<file path="config.mk">
export PLATFORM = sky130hd
export DESIGN_NAME = vga_mode_ctrl_flat
export DESIGN_NICKNAME = d
export VERILOG_FILES = /design/src/rtl/vga_pkg.sv /design/src/rtl/vga_mode_ctrl_if.sv /design/src/rtl/vga_timing_cnt.sv /design/src/rtl/vga_mode_ctrl.sv /design/src/flat_wrapper.sv
export SDC_FILE = /design/constraint.sdc
export NUM_CORES = 1
export LEC_CHECK = 0
export CAP_MARGIN = 20
export CORE_MARGIN = 2
export CORE_UTILIZATION = 53
export DETAILED_ROUTE_END_ITERATION = 10
export PLACE_DENSITY = 0.84
export SETUP_SLACK_MARGIN = 0.02
export SKIP_CTS_REPAIR_TIMING = 1
export SLEW_MARGIN = 20
export SYNTH_ARGS = -nofsm -noshare
export SYNTH_HDL_FRONTEND = slang
export SYNTH_SLANG_ARGS = --single-unit
</file>
<file path="constraint.sdc">
create_clock -name clk_i -period 5.03 [get_ports clk_i]
set_input_delay 0.7545 -clock clk_i [delete_from_list [all_inputs] [get_ports clk_i]]
set_output_delay 0.7545 -clock clk_i [all_outputs]
set_load 0.02 [all_outputs]
</file>
<file path="src/rtl/vga_pkg.sv">
`default_nettype none
// ============================================================================
//  Module      : vga_pkg
//  Description : Mode encodings, default 640x480 timing and width helpers
//                shared by the VGA mode controller files.
//  Revision    : 1.0 - initial release
// ============================================================================
package vga_pkg;

    localparam int MODE_BLACK = 0;
    localparam int MODE_SRC0  = 1;

    localparam int c_DEF_H_DISP   = 640;
    localparam int c_DEF_H_FPORCH = 16;
    localparam int c_DEF_H_SYNC   = 96;
    localparam int c_DEF_H_BPORCH = 48;
    localparam int c_DEF_V_DISP   = 480;
    localparam int c_DEF_V_FPORCH = 10;
    localparam int c_DEF_V_SYNC   = 2;
    localparam int c_DEF_V_BPORCH = 33;

    // Room for black, every source and at least one white code.
    function automatic int mode_width(input int n_src);
        return $clog2(n_src + 2);
    endfunction

endpackage
`default_nettype wire

</file>
<file path="src/rtl/vga_mode_ctrl_if.sv">
`default_nettype none
// ============================================================================
//  Module      : vga_mode_ctrl_if
//  Description : Mode request, source pixel data and video output bundle.
//  Revision    : 1.0 - initial release
// ============================================================================
interface vga_mode_ctrl_if #(
    parameter int PIX_WIDTH = 12,
    parameter int COLOR_W   = 1,
    parameter int N_SRC     = 2
);
    import vga_pkg::*;

    localparam int MODE_W = mode_width(N_SRC);

    logic [MODE_W-1:0]            mode_i;
    logic [N_SRC*3*COLOR_W-1:0]   src_data_i;
    logic [PIX_WIDTH-1:0]         pix_x_o;
    logic [PIX_WIDTH-1:0]         pix_y_o;
    logic                         pix_de_o;
    logic                         frame_start_o;
    logic                         vga_hs_o;
    logic                         vga_vs_o;
    logic [COLOR_W-1:0]           vga_r_o;
    logic [COLOR_W-1:0]           vga_g_o;
    logic [COLOR_W-1:0]           vga_b_o;
    logic [MODE_W-1:0]            active_mode_o;
    logic [15:0]                  frame_cnt_o;

    modport master (
        input  mode_i, src_data_i,
        output pix_x_o, pix_y_o, pix_de_o, frame_start_o,
               vga_hs_o, vga_vs_o, vga_r_o, vga_g_o, vga_b_o,
               active_mode_o, frame_cnt_o
    );

    modport slave (
        output mode_i, src_data_i,
        input  pix_x_o, pix_y_o, pix_de_o, frame_start_o,
               vga_hs_o, vga_vs_o, vga_r_o, vga_g_o, vga_b_o,
               active_mode_o, frame_cnt_o
    );

endinterface
`default_nettype wire

</file>
<file path="src/rtl/vga_timing_cnt.sv">
`default_nettype none
// ============================================================================
//  Module      : vga_timing_cnt
//  Description : Horizontal/vertical counters with raw display-enable and
//                sync-active flags decoded from the current count.
//  Revision    : 1.0 - initial release
// ============================================================================
module vga_timing_cnt #(
    parameter int PIX_WIDTH = 12,
    parameter int H_DISP    = 640,
    parameter int H_FPORCH  = 16,
    parameter int H_SYNC    = 96,
    parameter int H_BPORCH  = 48,
    parameter int V_DISP    = 480,
    parameter int V_FPORCH  = 10,
    parameter int V_SYNC    = 2,
    parameter int V_BPORCH  = 33
) (
    input  wire logic                 clk_i,
    input  wire logic                 rst_i,
    output logic [PIX_WIDTH-1:0]      o_h_cnt,
    output logic [PIX_WIDTH-1:0]      o_v_cnt,
    output logic                      o_de,
    output logic                      o_hs_act,
    output logic                      o_vs_act,
    output logic                      o_frame_start,
    output logic                      o_frame_end
);

    localparam int c_H_TOTAL = H_DISP + H_FPORCH + H_SYNC + H_BPORCH;
    localparam int c_V_TOTAL = V_DISP + V_FPORCH + V_SYNC + V_BPORCH;

    localparam logic [PIX_WIDTH-1:0] c_H_LAST  = PIX_WIDTH'(c_H_TOTAL - 1);
    localparam logic [PIX_WIDTH-1:0] c_V_LAST  = PIX_WIDTH'(c_V_TOTAL - 1);
    localparam logic [PIX_WIDTH-1:0] c_H_VIS   = PIX_WIDTH'(H_DISP);
    localparam logic [PIX_WIDTH-1:0] c_V_VIS   = PIX_WIDTH'(V_DISP);
    localparam logic [PIX_WIDTH-1:0] c_HS_BEG  = PIX_WIDTH'(H_DISP + H_FPORCH);
    localparam logic [PIX_WIDTH-1:0] c_HS_END  = PIX_WIDTH'(H_DISP + H_FPORCH + H_SYNC);
    localparam logic [PIX_WIDTH-1:0] c_VS_BEG  = PIX_WIDTH'(V_DISP + V_FPORCH);
    localparam logic [PIX_WIDTH-1:0] c_VS_END  = PIX_WIDTH'(V_DISP + V_FPORCH + V_SYNC);

    logic [PIX_WIDTH-1:0] r_h_cnt;
    logic [PIX_WIDTH-1:0] r_v_cnt;
    logic                 w_h_last;
    logic                 w_v_last;

    assign w_h_last = (r_h_cnt == c_H_LAST);
    assign w_v_last = (r_v_cnt == c_V_LAST);

    always_ff @(posedge clk_i) begin
        if (rst_i) begin
            r_h_cnt <= '0;
            r_v_cnt <= '0;
        end else if (w_h_last) begin
            r_h_cnt <= '0;
            r_v_cnt <= w_v_last ? '0 : r_v_cnt + PIX_WIDTH'(1);
        end else begin
            r_h_cnt <= r_h_cnt + PIX_WIDTH'(1);
        end
    end

    assign o_h_cnt       = r_h_cnt;
    assign o_v_cnt       = r_v_cnt;
    assign o_de          = (r_h_cnt < c_H_VIS) && (r_v_cnt < c_V_VIS);
    assign o_hs_act      = (r_h_cnt >= c_HS_BEG) && (r_h_cnt < c_HS_END);
    assign o_vs_act      = (r_v_cnt >= c_VS_BEG) && (r_v_cnt < c_VS_END);
    assign o_frame_start = (r_h_cnt == '0) && (r_v_cnt == '0);
    assign o_frame_end   = w_h_last && w_v_last;

endmodule
`default_nettype wire

</file>
<file path="src/rtl/vga_mode_ctrl.sv">
`default_nettype none
// ============================================================================
//  Module      : vga_mode_ctrl
//  Description : VGA timing with per-frame mode latch, source-latency delay
//                line and registered black/source/white pixel select.
//  Revision    : 1.0 - initial release
// ============================================================================
module vga_mode_ctrl
    import vga_pkg::*;
#(
    parameter int PIX_WIDTH = 12,
    parameter int COLOR_W   = 1,
    parameter int N_SRC     = 2,
    parameter int SRC_LAT   = 2,
    parameter int H_DISP    = c_DEF_H_DISP,
    parameter int H_FPORCH  = c_DEF_H_FPORCH,
    parameter int H_SYNC    = c_DEF_H_SYNC,
    parameter int H_BPORCH  = c_DEF_H_BPORCH,
    parameter int V_DISP    = c_DEF_V_DISP,
    parameter int V_FPORCH  = c_DEF_V_FPORCH,
    parameter int V_SYNC    = c_DEF_V_SYNC,
    parameter int V_BPORCH  = c_DEF_V_BPORCH,
    parameter bit HS_POL    = 1'b0,
    parameter bit VS_POL    = 1'b0
) (
    input  wire logic          clk_i,
    input  wire logic          rst_i,
    vga_mode_ctrl_if.master    bus
);

    localparam int MODE_W     = mode_width(N_SRC);
    localparam int c_PIX_BITS = 3 * COLOR_W;

    // Sync flags travel as "active" bits so a cleared stage reads inactive.
    typedef struct packed {
        logic              de;
        logic              hs;
        logic              vs;
        logic [MODE_W-1:0] mode;
    } stage_t;

    logic [PIX_WIDTH-1:0]  w_h_cnt;
    logic [PIX_WIDTH-1:0]  w_v_cnt;
    logic                  w_de;
    logic                  w_hs_act;
    logic                  w_vs_act;
    logic                  w_frame_start;
    logic                  w_frame_end;
    logic [MODE_W-1:0]     r_active_mode;
    logic [15:0]           r_frame_cnt;
    stage_t                w_raw;
    stage_t                w_dly;
    logic [c_PIX_BITS-1:0] w_pix;
    logic [c_PIX_BITS-1:0] r_rgb;
    logic                  r_hs;
    logic                  r_vs;

    vga_timing_cnt #(
        .PIX_WIDTH (PIX_WIDTH),
        .H_DISP    (H_DISP),
        .H_FPORCH  (H_FPORCH),
        .H_SYNC    (H_SYNC),
        .H_BPORCH  (H_BPORCH),
        .V_DISP    (V_DISP),
        .V_FPORCH  (V_FPORCH),
        .V_SYNC    (V_SYNC),
        .V_BPORCH  (V_BPORCH)
    ) u_timing (
        .clk_i         (clk_i),
        .rst_i         (rst_i),
        .o_h_cnt       (w_h_cnt),
        .o_v_cnt       (w_v_cnt),
        .o_de          (w_de),
        .o_hs_act      (w_hs_act),
        .o_vs_act      (w_vs_act),
        .o_frame_start (w_frame_start),
        .o_frame_end   (w_frame_end)
    );

    // Mode is only sampled on the last pixel, so every frame sees one mode.
    always_ff @(posedge clk_i) begin
        if (rst_i) begin
            r_active_mode <= '0;
            r_frame_cnt   <= '0;
        end else begin
            if (w_frame_end)
                r_active_mode <= bus.mode_i;
            if (w_frame_start)
                r_frame_cnt <= r_frame_cnt + 16'd1;
        end
    end

    always_comb begin
        w_raw      = '0;
        w_raw.de   = w_de;
        w_raw.hs   = w_hs_act;
        w_raw.vs   = w_vs_act;
        w_raw.mode = r_active_mode;
    end

    generate
        if (SRC_LAT == 0) begin : g_no_dly
            assign w_dly = w_raw;
        end else begin : g_dly
            stage_t r_pipe [SRC_LAT];

            always_ff @(posedge clk_i) begin
                if (rst_i) begin
                    for (int i = 0; i < SRC_LAT; i++)
                        r_pipe[i] <= '0;
                end else begin
                    r_pipe[0] <= w_raw;
                    for (int i = 1; i < SRC_LAT; i++)
                        r_pipe[i] <= r_pipe[i-1];
                end
            end

            assign w_dly = r_pipe[SRC_LAT-1];
        end
    endgenerate

    always_comb begin
        w_pix = '0;
        if (w_dly.de) begin
            if (int'(w_dly.mode) > N_SRC)
                w_pix = '1;
            for (int k = 0; k < N_SRC; k++) begin
                if (int'(w_dly.mode) == k + MODE_SRC0)
                    w_pix = bus.src_data_i[k*c_PIX_BITS +: c_PIX_BITS];
            end
        end
    end

    always_ff @(posedge clk_i) begin
        if (rst_i) begin
            r_rgb <= '0;
            r_hs  <= ~HS_POL;
            r_vs  <= ~VS_POL;
        end else begin
            r_rgb <= w_pix;
            r_hs  <= w_dly.hs ? HS_POL : ~HS_POL;
            r_vs  <= w_dly.vs ? VS_POL : ~VS_POL;
        end
    end

    assign bus.pix_x_o       = w_h_cnt;
    assign bus.pix_y_o       = w_v_cnt;
    assign bus.pix_de_o      = w_de;
    assign bus.frame_start_o = w_frame_start;
    assign bus.vga_hs_o      = r_hs;
    assign bus.vga_vs_o      = r_vs;
    assign bus.vga_r_o       = r_rgb[COLOR_W-1:0];
    assign bus.vga_g_o       = r_rgb[2*COLOR_W-1:COLOR_W];
    assign bus.vga_b_o       = r_rgb[3*COLOR_W-1:2*COLOR_W];
    assign bus.active_mode_o = r_active_mode;
    assign bus.frame_cnt_o   = r_frame_cnt;

endmodule
`default_nettype wire

</file>
<file path="src/flat_wrapper.sv">
// flat-port wrapper written by rule: the top's interface ports become plain ports
module vga_mode_ctrl_flat import vga_pkg::*;
#(
    parameter int PIX_WIDTH = 12,
    parameter int COLOR_W   = 1,
    parameter int N_SRC     = 2,
    parameter int SRC_LAT   = 2,
    parameter int H_DISP    = c_DEF_H_DISP,
    parameter int H_FPORCH  = c_DEF_H_FPORCH,
    parameter int H_SYNC    = c_DEF_H_SYNC,
    parameter int H_BPORCH  = c_DEF_H_BPORCH,
    parameter int V_DISP    = c_DEF_V_DISP,
    parameter int V_FPORCH  = c_DEF_V_FPORCH,
    parameter int V_SYNC    = c_DEF_V_SYNC,
    parameter int V_BPORCH  = c_DEF_V_BPORCH,
    parameter bit HS_POL    = 1'b0,
    parameter bit VS_POL    = 1'b0
)
  (clk_i, rst_i, bus_mode_i, bus_src_data_i, bus_pix_x_o, bus_pix_y_o, bus_pix_de_o, bus_frame_start_o, bus_vga_hs_o, bus_vga_vs_o, bus_vga_r_o, bus_vga_g_o, bus_vga_b_o, bus_active_mode_o, bus_frame_cnt_o);
  vga_mode_ctrl_if #(.PIX_WIDTH(PIX_WIDTH), .COLOR_W(COLOR_W), .N_SRC(N_SRC)) bus_i ();
  input  wire logic clk_i;
  input  wire logic rst_i;
  input wire logic [$bits(bus_i.mode_i)-1:0] bus_mode_i;
  input wire logic [$bits(bus_i.src_data_i)-1:0] bus_src_data_i;
  output wire logic [$bits(bus_i.pix_x_o)-1:0] bus_pix_x_o;
  output wire logic [$bits(bus_i.pix_y_o)-1:0] bus_pix_y_o;
  output wire logic [$bits(bus_i.pix_de_o)-1:0] bus_pix_de_o;
  output wire logic [$bits(bus_i.frame_start_o)-1:0] bus_frame_start_o;
  output wire logic [$bits(bus_i.vga_hs_o)-1:0] bus_vga_hs_o;
  output wire logic [$bits(bus_i.vga_vs_o)-1:0] bus_vga_vs_o;
  output wire logic [$bits(bus_i.vga_r_o)-1:0] bus_vga_r_o;
  output wire logic [$bits(bus_i.vga_g_o)-1:0] bus_vga_g_o;
  output wire logic [$bits(bus_i.vga_b_o)-1:0] bus_vga_b_o;
  output wire logic [$bits(bus_i.active_mode_o)-1:0] bus_active_mode_o;
  output wire logic [$bits(bus_i.frame_cnt_o)-1:0] bus_frame_cnt_o;
  assign bus_i.mode_i = bus_mode_i;
  assign bus_i.src_data_i = bus_src_data_i;
  assign bus_pix_x_o = bus_i.pix_x_o;
  assign bus_pix_y_o = bus_i.pix_y_o;
  assign bus_pix_de_o = bus_i.pix_de_o;
  assign bus_frame_start_o = bus_i.frame_start_o;
  assign bus_vga_hs_o = bus_i.vga_hs_o;
  assign bus_vga_vs_o = bus_i.vga_vs_o;
  assign bus_vga_r_o = bus_i.vga_r_o;
  assign bus_vga_g_o = bus_i.vga_g_o;
  assign bus_vga_b_o = bus_i.vga_b_o;
  assign bus_active_mode_o = bus_i.active_mode_o;
  assign bus_frame_cnt_o = bus_i.frame_cnt_o;
  vga_mode_ctrl #(.PIX_WIDTH(PIX_WIDTH), .COLOR_W(COLOR_W), .N_SRC(N_SRC), .SRC_LAT(SRC_LAT), .H_DISP(H_DISP), .H_FPORCH(H_FPORCH), .H_SYNC(H_SYNC), .H_BPORCH(H_BPORCH), .V_DISP(V_DISP), .V_FPORCH(V_FPORCH), .V_SYNC(V_SYNC), .V_BPORCH(V_BPORCH), .HS_POL(HS_POL), .VS_POL(VS_POL)) u_core (.clk_i(clk_i), .rst_i(rst_i), .bus(bus_i));
endmodule
</file>
**After elaboration in Yosys (flattened, before gate mapping)**

Memories as Yosys holds them, arrays and structs flattened.
Index checks and enable logic that the tools add are counted.

- Bits in latches: 0
- Input port bits: 10
- Register bits after elaboration: 47
- Logic and storage cells: 45
- Output and inout bits: 49
- Memories: 1
- ROM bits: 0
- RAM bits: 10

Memory list:

| memory | depth | width | read ports | clocked after memory_dff | wr ports | line | source |
|---|---|---|---|---|---|---|---|
| u_core.g_dly.r_pipe | 2 | 5 | 2 | 0 | 2 | vga_mode_ctrl.sv:105 | `stage_t r_pipe [SRC_LAT];` |

- Eq/ne operators: 4
- Add/subtract/negate cells: 3
- Order comparisons: 7
- Reduce and logical (&&, ||, !) cells: 9
- Div/mod/pow operators: 0
- Bitwise operators: 3
- Multipliers: 0
- Mux-type cells: 11
- Shift-type cells: 0

Operators by type and width:

| operator | count |
|---|---|
| $add A12 B1 Y12 const B | 2 |
| $eq A12 B10 Y1 const B | 2 |
| $logic_not A12 Y1 | 2 |
| $lt A12 B10 Y1 const B | 2 |
| $lt A12 B9 Y1 const B | 2 |
| $add A16 B1 Y16 const B | 1 |
| $ge A12 B10 Y1 const B | 1 |
| $ge A12 B9 Y1 const B | 1 |
| $mux W12 | 1 |
| $mux W5 | 2 |
| $mux W3 | 3 |
| $logic_and A1 B1 Y1 | 5 |
| $mux W1 | 5 |
| $eq A2 B2 Y1 const B | 2 |
| $reduce_or A2 Y1 | 2 |
| $gt A2 B2 Y1 const B | 1 |
| $or A1 B1 Y1 | 2 |
| $not A1 Y1 | 1 |

**Depth between registers and ports, before layout**

- Word-level depth: 4
- Gate-level depth with buffers: 9
- Mapped depth without buffers: 6

**By module**

A second synthesis with hierarchy kept.

- Cell total of the unflattened synthesis: 278
- Area, all modules: 2527.4 um2

Modules (own cells, without submodules):

| module | cells each | times used | sequential area each (um2) | area an instance (um2) |
|---|---|---|---|---|
| vga_mode_ctrl | 130 | 1 | 660.6 | 1275.0 |
| vga_timing_cnt | 148 | 1 | 480.5 | 1252.5 |

**Worst setup path after synthesis**

Ideal clock, no wire load.

- Kind: flip-flop to output port
- Start: reg u_core.u_timing.r_h_cnt[0], in the netlist u_core.u_timing.o_h_cnt[0]
- End: out bus_frame_start_o
- Buffers on the path: 3
- Setup slack: 1.859 ns
- Arrival time: 2.417 ns
- Cell stages (with the launch flop): 9
- Data required time: 4.276 ns
- Cells stage by stage: dfxtp_1 -> inv_1 -> ha_1 -> or4b_2 -> or4_4 -> buf_6 -> buf_6 -> clkbuf_1 -> nor2_1

- Word-level cells in the longest chain between the ends: 2

Ends and longest elaborated chain:

| item | line | source |
|---|---|---|
| from (decl) | vga_timing_cnt.sv:42 | `logic [PIX_WIDTH-1:0] r_h_cnt;` |
| from (signal assigned) | vga_timing_cnt.sv:58 | `r_h_cnt <= r_h_cnt + PIX_WIDTH'(1);` |
| $logic_not A12 Y1 | vga_timing_cnt.sv:67 | `assign o_frame_start = (r_h_cnt == '0) && (r_v_cnt == '0);` |
| $logic_and A1 B1 Y1 | vga_timing_cnt.sv:67 |  |
| to (decl) | flat_wrapper.sv:28 | `output wire logic [$bits(bus_i.frame_start_o)-1:0] bus_frame_start_o;` |

Every way passes these cells.

**Worst setup path after layout**

Same ends and word-level chain as after synthesis.

==> results.toml <==
[sta]
tns_ps = 0
max_slew_margin_pct = 46.21
hold_viol = 0
fmax_mhz = 270.1
period_minus_slack_ps = 3702
rsz0062_at_grt = "false"
finalSetupViolCount = 0
tightest_slew_ps = 804.3
drv_slew = 0
hold_slack_ps = 379.5
post-route-period-util_pct = 73.60
skew_ps = 11.51

[cts]
htree_levels = 3
insertion_delay_ps = 330
cts_buffers = 9
clk_pin_slew_ps = 70
root_buffer = "clkbuf_8"
clock-sinks = 57
cts_buffer_depth = 2
tritoncts = "done"

[critical_path]
crit_type = "register to output port"
slowest_delay_ps = 690
worstPathRequired_ps = 4280
r2r_cells = 6
cp_num_buf_inv = 2
path_depth = 6
cp-start-kind = "register"
crit_family = "simple AND/OR/NAND/NOR gates"
path_max_fanout = 33
crit_chain = "inv_1 -> ha_1 -> or4b_2 -> or4_4 -> nor2_1 -> clkdlybuf4s50_1"
slowest_stage = "or4_4"
cp.arrival_ps = 2950
critPathCaptureType = "output port"

[floorplanning]
start_util_pct = 54.44
dieArea_mm2 = 0.005357
coreArea_mm2 = 0.004661
io_pins = 59
fp.dieH_um = 73.19
die_width_um = 73.19
rows = 25

[power_and_ir_drop]
p_total_w = 0.0009533
internal-power_w = 0.0007374
p_per_area_mw_per_mm2 = 287.0
clkPwrFrac_pct = 45.1
p_seq_share_pct = 48.6
sw_frac_of_total_pct = 22.64
power_leakage_nw = 1.121
p_sw_w = 0.0002159
ir_drop_mv = 0.2112
combPwrFrac_pct = 6.3

[global_routing]
grt_start_max_net_pins = 34
grt_usage_pct = 22.60
grt_pass1_wl_um = 9432
grt_antenna_before_repair = 0
grt_pass1_vias = 2089
gr-total-overflow = 0

[finish]
final_cell_mix = "58 x clkdlybuf4s50_1, 57 x dfxtp_1, 28 x a21oi_1"
multi_input_area_mm2 = 0.001282
drive_gt1_share_pct = 5.731
layout_commonest_cell = "clkdlybuf4s50_1"
fillCellCount = 369
diodes = 0
seqCellArea_mm2 = 0.001141
syn2layout_area_growth_pct = 30.92
fin_nets = 359

[synthesis]
synth_flop_cell = "dfxtp_1"
synthArstFlopShare_pct = 0
ys_seq_area_share_pct = 44.97
syn_area_per_cell_um2 = 8.750
syn_nets = 305
synth_area_mm2 = 0.002537
syn-instance-count = 290
synth_edf_count = 0
yosys_register_bits = 57
yosys.cell_types.count = 31
yosysWarnings = 0

[route]
viasPerCell = 5.811
avgRoutedWirePerCell_um = 14.36
drt_iter0_markers = 146
route.antenna.remaining_nets = 0
routed_wl_um = 5788
drt_pass1_iterations = 4
vias = 2342
drc_errors = 0

[placement]
dp_hpwl_um = 4037
portBuffers = 58
globalplace.congestion = 0.9084

[worst_hold_path]
whs_path_depth = 1
hp-class = "register to register"

[run_status]
status = "finished, final reports clean"

[run]
max_cap_viol_count = 0
stage by stage:
| step | cell area [um2] | setup slack [ps] | instances | util, % |
|---|---|---|---|---|
| 3_5_place_dp | 3117 | 1674 | 387 | 66.87 |
| 4_1_cts | 3322 | 1313 | 403 | 71.28 |
| 2_1_floorplan | 2537 | 1859 | 290 | - |
| 5_1_grt | 3322 | 1219 | 403 | 71.28 |
| 3_3_place_gp | 3117 | 1739 | 387 | 66.87 |
| 6_report | 3322 | 1328 | 403 | 71.28 |
cell usage after synthesis (2+ instances only):
master | count | area share, %
and2_1 | 3 | 0.74
nand4_1 | 7 | 1.7
and3_1 | 4 | 0.99
nor3_1 | 5 | 0.99
or4_1 | 20 | 5.9
nand2b_1 | 4 | 0.99
dfxtp_1 | 57 | 45
clkbuf_1 | 13 | 1.9
o21ai_0 | 11 | 2.2
ha_1 | 5 | 2.5
nand3_1 | 21 | 4.1
nor2_1 | 17 | 2.5
inv_1 | 10 | 1.5
xnor2_1 | 6 | 2.1
xor2_1 | 8 | 2.8
a21oi_1 | 28 | 5.5
nor2b_1 | 8 | 2.0
and4_1 | 6 | 2.1
a21o_1 | 2 | 0.59
o31ai_1 | 16 | 4.7
buf_6 | 2 | 0.89
nor4_1 | 9 | 2.2
nand2_1 | 15 | 2.2
or3_1 | 6 | 1.5
registers in the layout (all words and copies together), names as in the netlist:
| register | count |
|---|---|
| u_core.bus.active_mode_o | 2 |
| u_core.u_timing.o_v_cnt | 12 |
| u_core.r_rgb | 3 |
| u_core.bus.frame_cnt_o | 16 |
| u_core.bus.vga_hs_o | 1 |
| u_core.u_timing.o_h_cnt | 12 |
| u_core.bus.vga_vs_o | 1 |
| u_core.g_dly.r_pipe | 10 |
power by group through the flow:
stage / clock network, W / registers, W / logic [W]
after floorplan: 0 / 0.000477 / 0.0000366
after global placement: 0 / 0.000472 / 0.0000594
after detailed placement: 0 / 0.000473 / 0.0000598
after CTS: 0.000436 / 0.000463 / 0.0000605
after global routing: 0.000455 / 0.000464 / 0.0000656
final: 0.000430 / 0.000463 / 0.0000601
final cells by class:
cell class | count | share of cell area [%]
Sequential cell | 57 | 34.35
Inverter | 10 | 1.130
Multi-Input combinational cell | 207 | 38.61
Clock buffer | 11 | 4.557
Timing Repair Buffer | 59 | 17.70
Tap cell | 54 | 2.034
Clock inverter | 5 | 1.620
per-layer routing:
metal	GRT usage (%)	wire length (um)
met1	27.85	2601
met2	36.04	2683
met3	6.768	390
met4	10.70	113
met5	0	0
cell families (layout without fill, tap and decap cells):
group / Yosys count / after routing / share of synthesized area, %
xor+xnor: 14 / 14 / 4.832
flops: 57 / 57 / 44.97
simple gates: 129 / 129 / 29.54
compound gates: 59 / 59 / 13.71
fa+ha+maj: 5 / 5 / 2.465
buf+inv: 26 / 85 / 4.487
path summary, 6_finish.rpt:
kind | startpoint | end | slack (ps)
worst min register to register | u_core.g_dly.r_pipe[0][7] | u_core.bus.vga_vs_o | 380
worst max-delay path | u_core.u_timing.o_h_cnt[0] | bus_frame_start_o | 1330
worst max register to register | u_core.u_timing.o_h_cnt[0] | u_core.bus.frame_cnt_o[12] | 2370
worst min-delay path | u_core.g_dly.r_pipe[0][7] | u_core.bus.vga_vs_o | 380
No activity file was read; power rests on OpenSTA's default activity.
==> RTL edit 1 (same flow settings) <==
Reset style: asynchronous (`rst_i`), changed in 4 clocked blocks.
--- a/src/rtl/vga_timing_cnt.sv
+++ b/src/rtl/vga_timing_cnt.sv
@@ -49,3 +49,3 @@
 
-    always_ff @(posedge clk_i) begin
+    always_ff @(posedge clk_i or posedge rst_i) begin
         if (rst_i) begin
--- a/src/rtl/vga_mode_ctrl.sv
+++ b/src/rtl/vga_mode_ctrl.sv
@@ -80,3 +80,3 @@
     // Mode is only sampled on the last pixel, so every frame sees one mode.
-    always_ff @(posedge clk_i) begin
+    always_ff @(posedge clk_i or posedge rst_i) begin
         if (rst_i) begin
@@ -106,3 +106,3 @@
 
-            always_ff @(posedge clk_i) begin
+            always_ff @(posedge clk_i or posedge rst_i) begin
                 if (rst_i) begin
@@ -133,3 +133,3 @@
 
-    always_ff @(posedge clk_i) begin
+    always_ff @(posedge clk_i or posedge rst_i) begin
         if (rst_i) begin
Function: differs if rst_i is asserted again (counterexample within 4 cycles, from zero or initial values and one cycle with rst_i high); with rst_i held inactive, the same outputs for 10 cycles.
==> RTL edit 1 against the original RTL <==
Sequential cell count stayed put. Critical path type unchanged. First-iteration DRC count is 21% higher. Critical endpoint unchanged. Sequential share of layout area is 7.2 points higher. Worst hold slack worse by 0.033 ns. Setup slack better by 0.32 ns. Design area is 3.5% higher. Fmax is 9.5% higher. Area after synthesis is 3.1% higher. Wire length is 6.8% lower.
Power is not compared: it rests on default switching activity, and its combinational part moved more than twofold at a synthesized area within 25%.
==> RTL edit 1: results (changes against the original RTL) <==
status=finished, final reports clean; Nets=317 (-12%); Signal inverters=17 (+7); period utilisation layout=67.2% (-6.4 points); hold path startpoint=u_core.g_dly.r_pipe[2]; Gate Count Post-Synth=239 (-18%); crit path max-delay cell type=clkdlybuf4s50_1; worst reg2reg startpoint=u_core.u_timing.o_h_cnt[4]; Clock buffers and inverters, area share=5.71% (-0.47 points); hold_ws=0.347 ns (-0.0328 ns); DR WL/cell=14.4 µm (+0.44%); Netlist Area Pre-Place=2620 µm² (+3.1%); Avg Vias per Cell=5.32 (-8.5%); Netlist cell types=41 (+32%); sequential share of cell area=41.5% (+7.2 points); sequential cells=57 (unchanged); crit path DAT=2.63 ns (-0.32 ns); hold path endpoint=u_core.bus.vga_vs_o; Tightest Pin Transition=0.706 ns (-0.0981 ns); Clock transition at path regs=0.07 ns (about the same); Compound-Gate Fraction of Synth Area=4.07% (-9.6 points); Final Wtd Congestion=0.884 (-2.7%); DP Wirelength=3590 µm (-11%); clk_lat worst skew=0.33 ns (about the same); syn_nets=254 (-17%); pre-CTS WS=2.00 ns (+0.331 ns); share of the synthesized area in the top cell type=52.6% (+7.6 points); Worst R2R Path Depth=4 (-2); P&R area growth vs syn=31.5%; dpl cells=358 (-7.5%); worst-path fanout max=6 (-82%); maximum vdd drop=0.139 mV; # fillers=356 (-3.5%); DRT iter0 DRCs=176 (+21%); layout cell share with drive strength beyond 1=10.4% (+4.7 points); vias in the first global route=1920 (-8.1%); register area share after synthesis=54.6% (+9.6 points); drt pass-1 iters=4 (unchanged); Cell Area, Placed=3240 µm² (+4.1%); multi-input gates=157 (-24%); Finished Layout Cells=374 (-7.2%); Total GRT Usage=21.7% (-0.95 points); largest net degree at the start of global routing=58 (+71%); Setup Skew=0.00718 ns (-0.00434 ns); Signal buffers=60 (+1.7%); synth cell count leaders=dfrtp_1, xor2_1, inv_1, nand3_1, nand2_1; CP peak stage delay=0.67 ns (-0.02 ns); worst setup path start=u_core.u_timing.o_h_cnt[0]; adder-cell share of the synthesized area=2.39% (-0.074 points); post-synthesis mux area share=1.29% (+1.3 points); signal buffers share of area=17.3% (-0.39 points); RR Endpoint=u_core.bus.frame_cnt_o[1]; fraction of area in multi-input gates=31.1% (-7.5 points); Synth async-reset ratio=100% (+100 points); Cell Pwr Density=261 nW/µm²; post-synthesis xor/xnor area fraction=10.0% (+5.2 points); global-route wire length before repair=8940 µm (-5.2%)
RTL edit 1: cell count changes in the layout (fill, tap and decap cells not counted), moves of 4 or more:
cell	unedited run	this run
dfxtp_1	57	0
dfrtp_1	0	55
a21oi_1	28	5
or4_1	20	3
o31ai_1	16	0
xor2_1	8	20
nor3_1	5	15
nor2_1	17	9
nor2b_1	8	1
inv_1	10	16
nand3_1	21	17
xnor2_1	6	10
RTL edit 1: metal layers:
layer | track usage [%] | vias to the layer above | wire, µm
met5 | 0 | - | 0
met4 | 11.9 | 0 | 127
met3 | 5.28 | 14 | 381
met2 | 32.4 | 68 | 2420
met1 | 29.2 | 943 | 2470
li1 | - | 963 | -
RTL edit 1: kinds of logic (layout without fill, tap and decap cells):
group	Yosys count	count (layout)
fa+ha+maj	5	5
xor+xnor	30	30
flops	57	57
simple gates	100	100
buf+inv	25	93
compound gates	19	19
mux	3	3
==> RTL edit 2 (config.mk and constraints unchanged) <==
Without the edit above. `SRC_LAT` is set to 2 in 2 places; all go to 1.
--- a/src/rtl/vga_mode_ctrl.sv
+++ b/src/rtl/vga_mode_ctrl.sv
@@ -13,3 +13,3 @@
     parameter int N_SRC     = 2,
-    parameter int SRC_LAT   = 2,
+    parameter int SRC_LAT   = 1,
     parameter int H_DISP    = c_DEF_H_DISP,
--- a/src/flat_wrapper.sv
+++ b/src/flat_wrapper.sv
@@ -6,3 +6,3 @@
     parameter int N_SRC     = 2,
-    parameter int SRC_LAT   = 2,
+    parameter int SRC_LAT   = 1,
     parameter int H_DISP    = c_DEF_H_DISP,
Function: same outputs for any inputs over 10 cycles, from zero or initial values and one cycle with rst_i high; that may be too few to reach the edited logic, so the function may still have changed.
==> RTL edit 2 against the original RTL <==
Setup slack improved by 0.64 ns. Via count shrank 1.8%. Design area is 7.8% lower. Wire length is 1.7% lower. Synthesized cell count decreased by 1.7%. Area after synthesis fell by 4.8%. Clock skew is 0.0056 ns lower. Sequential cell count decreased by 5. Critical path depth rose by 1. Core utilization fell by 1.4 points. Total power decreased by 26%. Largest power group unchanged. Highest routed layer unchanged.
==> RTL edit 2: results (changes against the original RTL) <==
Tightest Pin Transition=0.678 ns (-0.126 ns); H-tree depth=2 (-1); status=finished, final reports clean; met1 GRT Util=29.4% (+1.5 points); Total GRT Usage=23.5% (+0.87 points); hold path startpoint=u_core.g_dly.r_pipe[0][3]; DP Wirelength=3980 µm (-1.4%); Final min period=3.06 ns (-0.639 ns); Finished Layout Cells=385 (-4.5%); Cell Area, Placed=2990 µm² (-4.0%); P_int=0.536 mW (-27%); pre-CTS WS=2.29 ns (+0.614 ns); Nets=348 (-3.1%); post-synthesis xor/xnor area fraction=4.72% (-0.12 points); M3 GR Usage=7.59% (+0.83 points); clock network power=0.225 mW (-48%); flop-to-flop setup slack=2.64 ns (+0.27 ns); hold_ws=0.389 ns (+0.00978 ns); Setup Skew=0.00594 ns (-0.00558 ns); Worst R2R Path Depth=4 (-2); register area share after synthesis=43.1% (-1.9 points); Netlist cell types=33 (+6.5%); Logic pwr share=8.1% (+1.8 points); dpl cells=378 (-2.3%); RR Endpoint=u_core.u_timing.o_v_cnt[10]; Final Wtd Congestion=0.825 (-9.2%); met2 global-route usage=37.9% (+1.8 points); crit path DAT=2.31 ns (-0.64 ns); DR WL/cell=14.8 µm (+2.9%); maximum vdd drop=0.180 mV (-15%); CTS Buf Count=5 (-4); Compound-Gate Fraction of Synth Area=14.5% (+0.80 points); worst reg2reg startpoint=u_core.u_timing.o_h_cnt[6]; vias in the first global route=2117 (+1.3%); Via Count=2299 (-1.8%); leakage power=0.981 nW (-13%); clk_lat worst skew=0.30 ns (-0.03 ns); Clock transition at path regs=0.09 ns (+0.02 ns); mean cell area of the mapped netlist=8.47 µm² (-3.2%); Clk pwr share=32.0% (-13 points); syn_nets=300 (-1.6%)
-- RTL edit 2: changes by cell type after synthesis, sizes merged, moves of 2 or more --
| cell | change |
|---|---|
| dfxtp | -5 |
| nand3 | -3 |
| a21oi | +2 |
| or3 | +2 |
| nor2b | -4 |
| nand4 | +4 |
| or4 | -3 |
| o21ai | +2 |
-- RTL edit 2: metal layers --
layer  vias up  wire, µm
met5         -         0
met4         0        76
met3        10       363
met2        67      2710
met1      1075      2540
li1       1147         -
-- RTL edit 2: final cells by class --
class	instances	area, µm²
Fill cell	348	1320
Inverter	11	41.3
Sequential cell	52	1040
Multi-Input combinational cell	204	1260
Timing Repair Buffer	59	583
Clock buffer	6	72.6
Tap cell	52	65.1
Clock inverter	1	5.00
-- RTL edit 2: worst max-delay path, cell delays in order (launching register included) --
cell and delay, ns:
dfxtp_1 0.37, inv_1 0.08, ha_1 0.13, nor4b_1 0.30, nand4_1 0.14, buf_4 0.25
nor2_1 0.11, clkdlybuf4s50_1 0.61
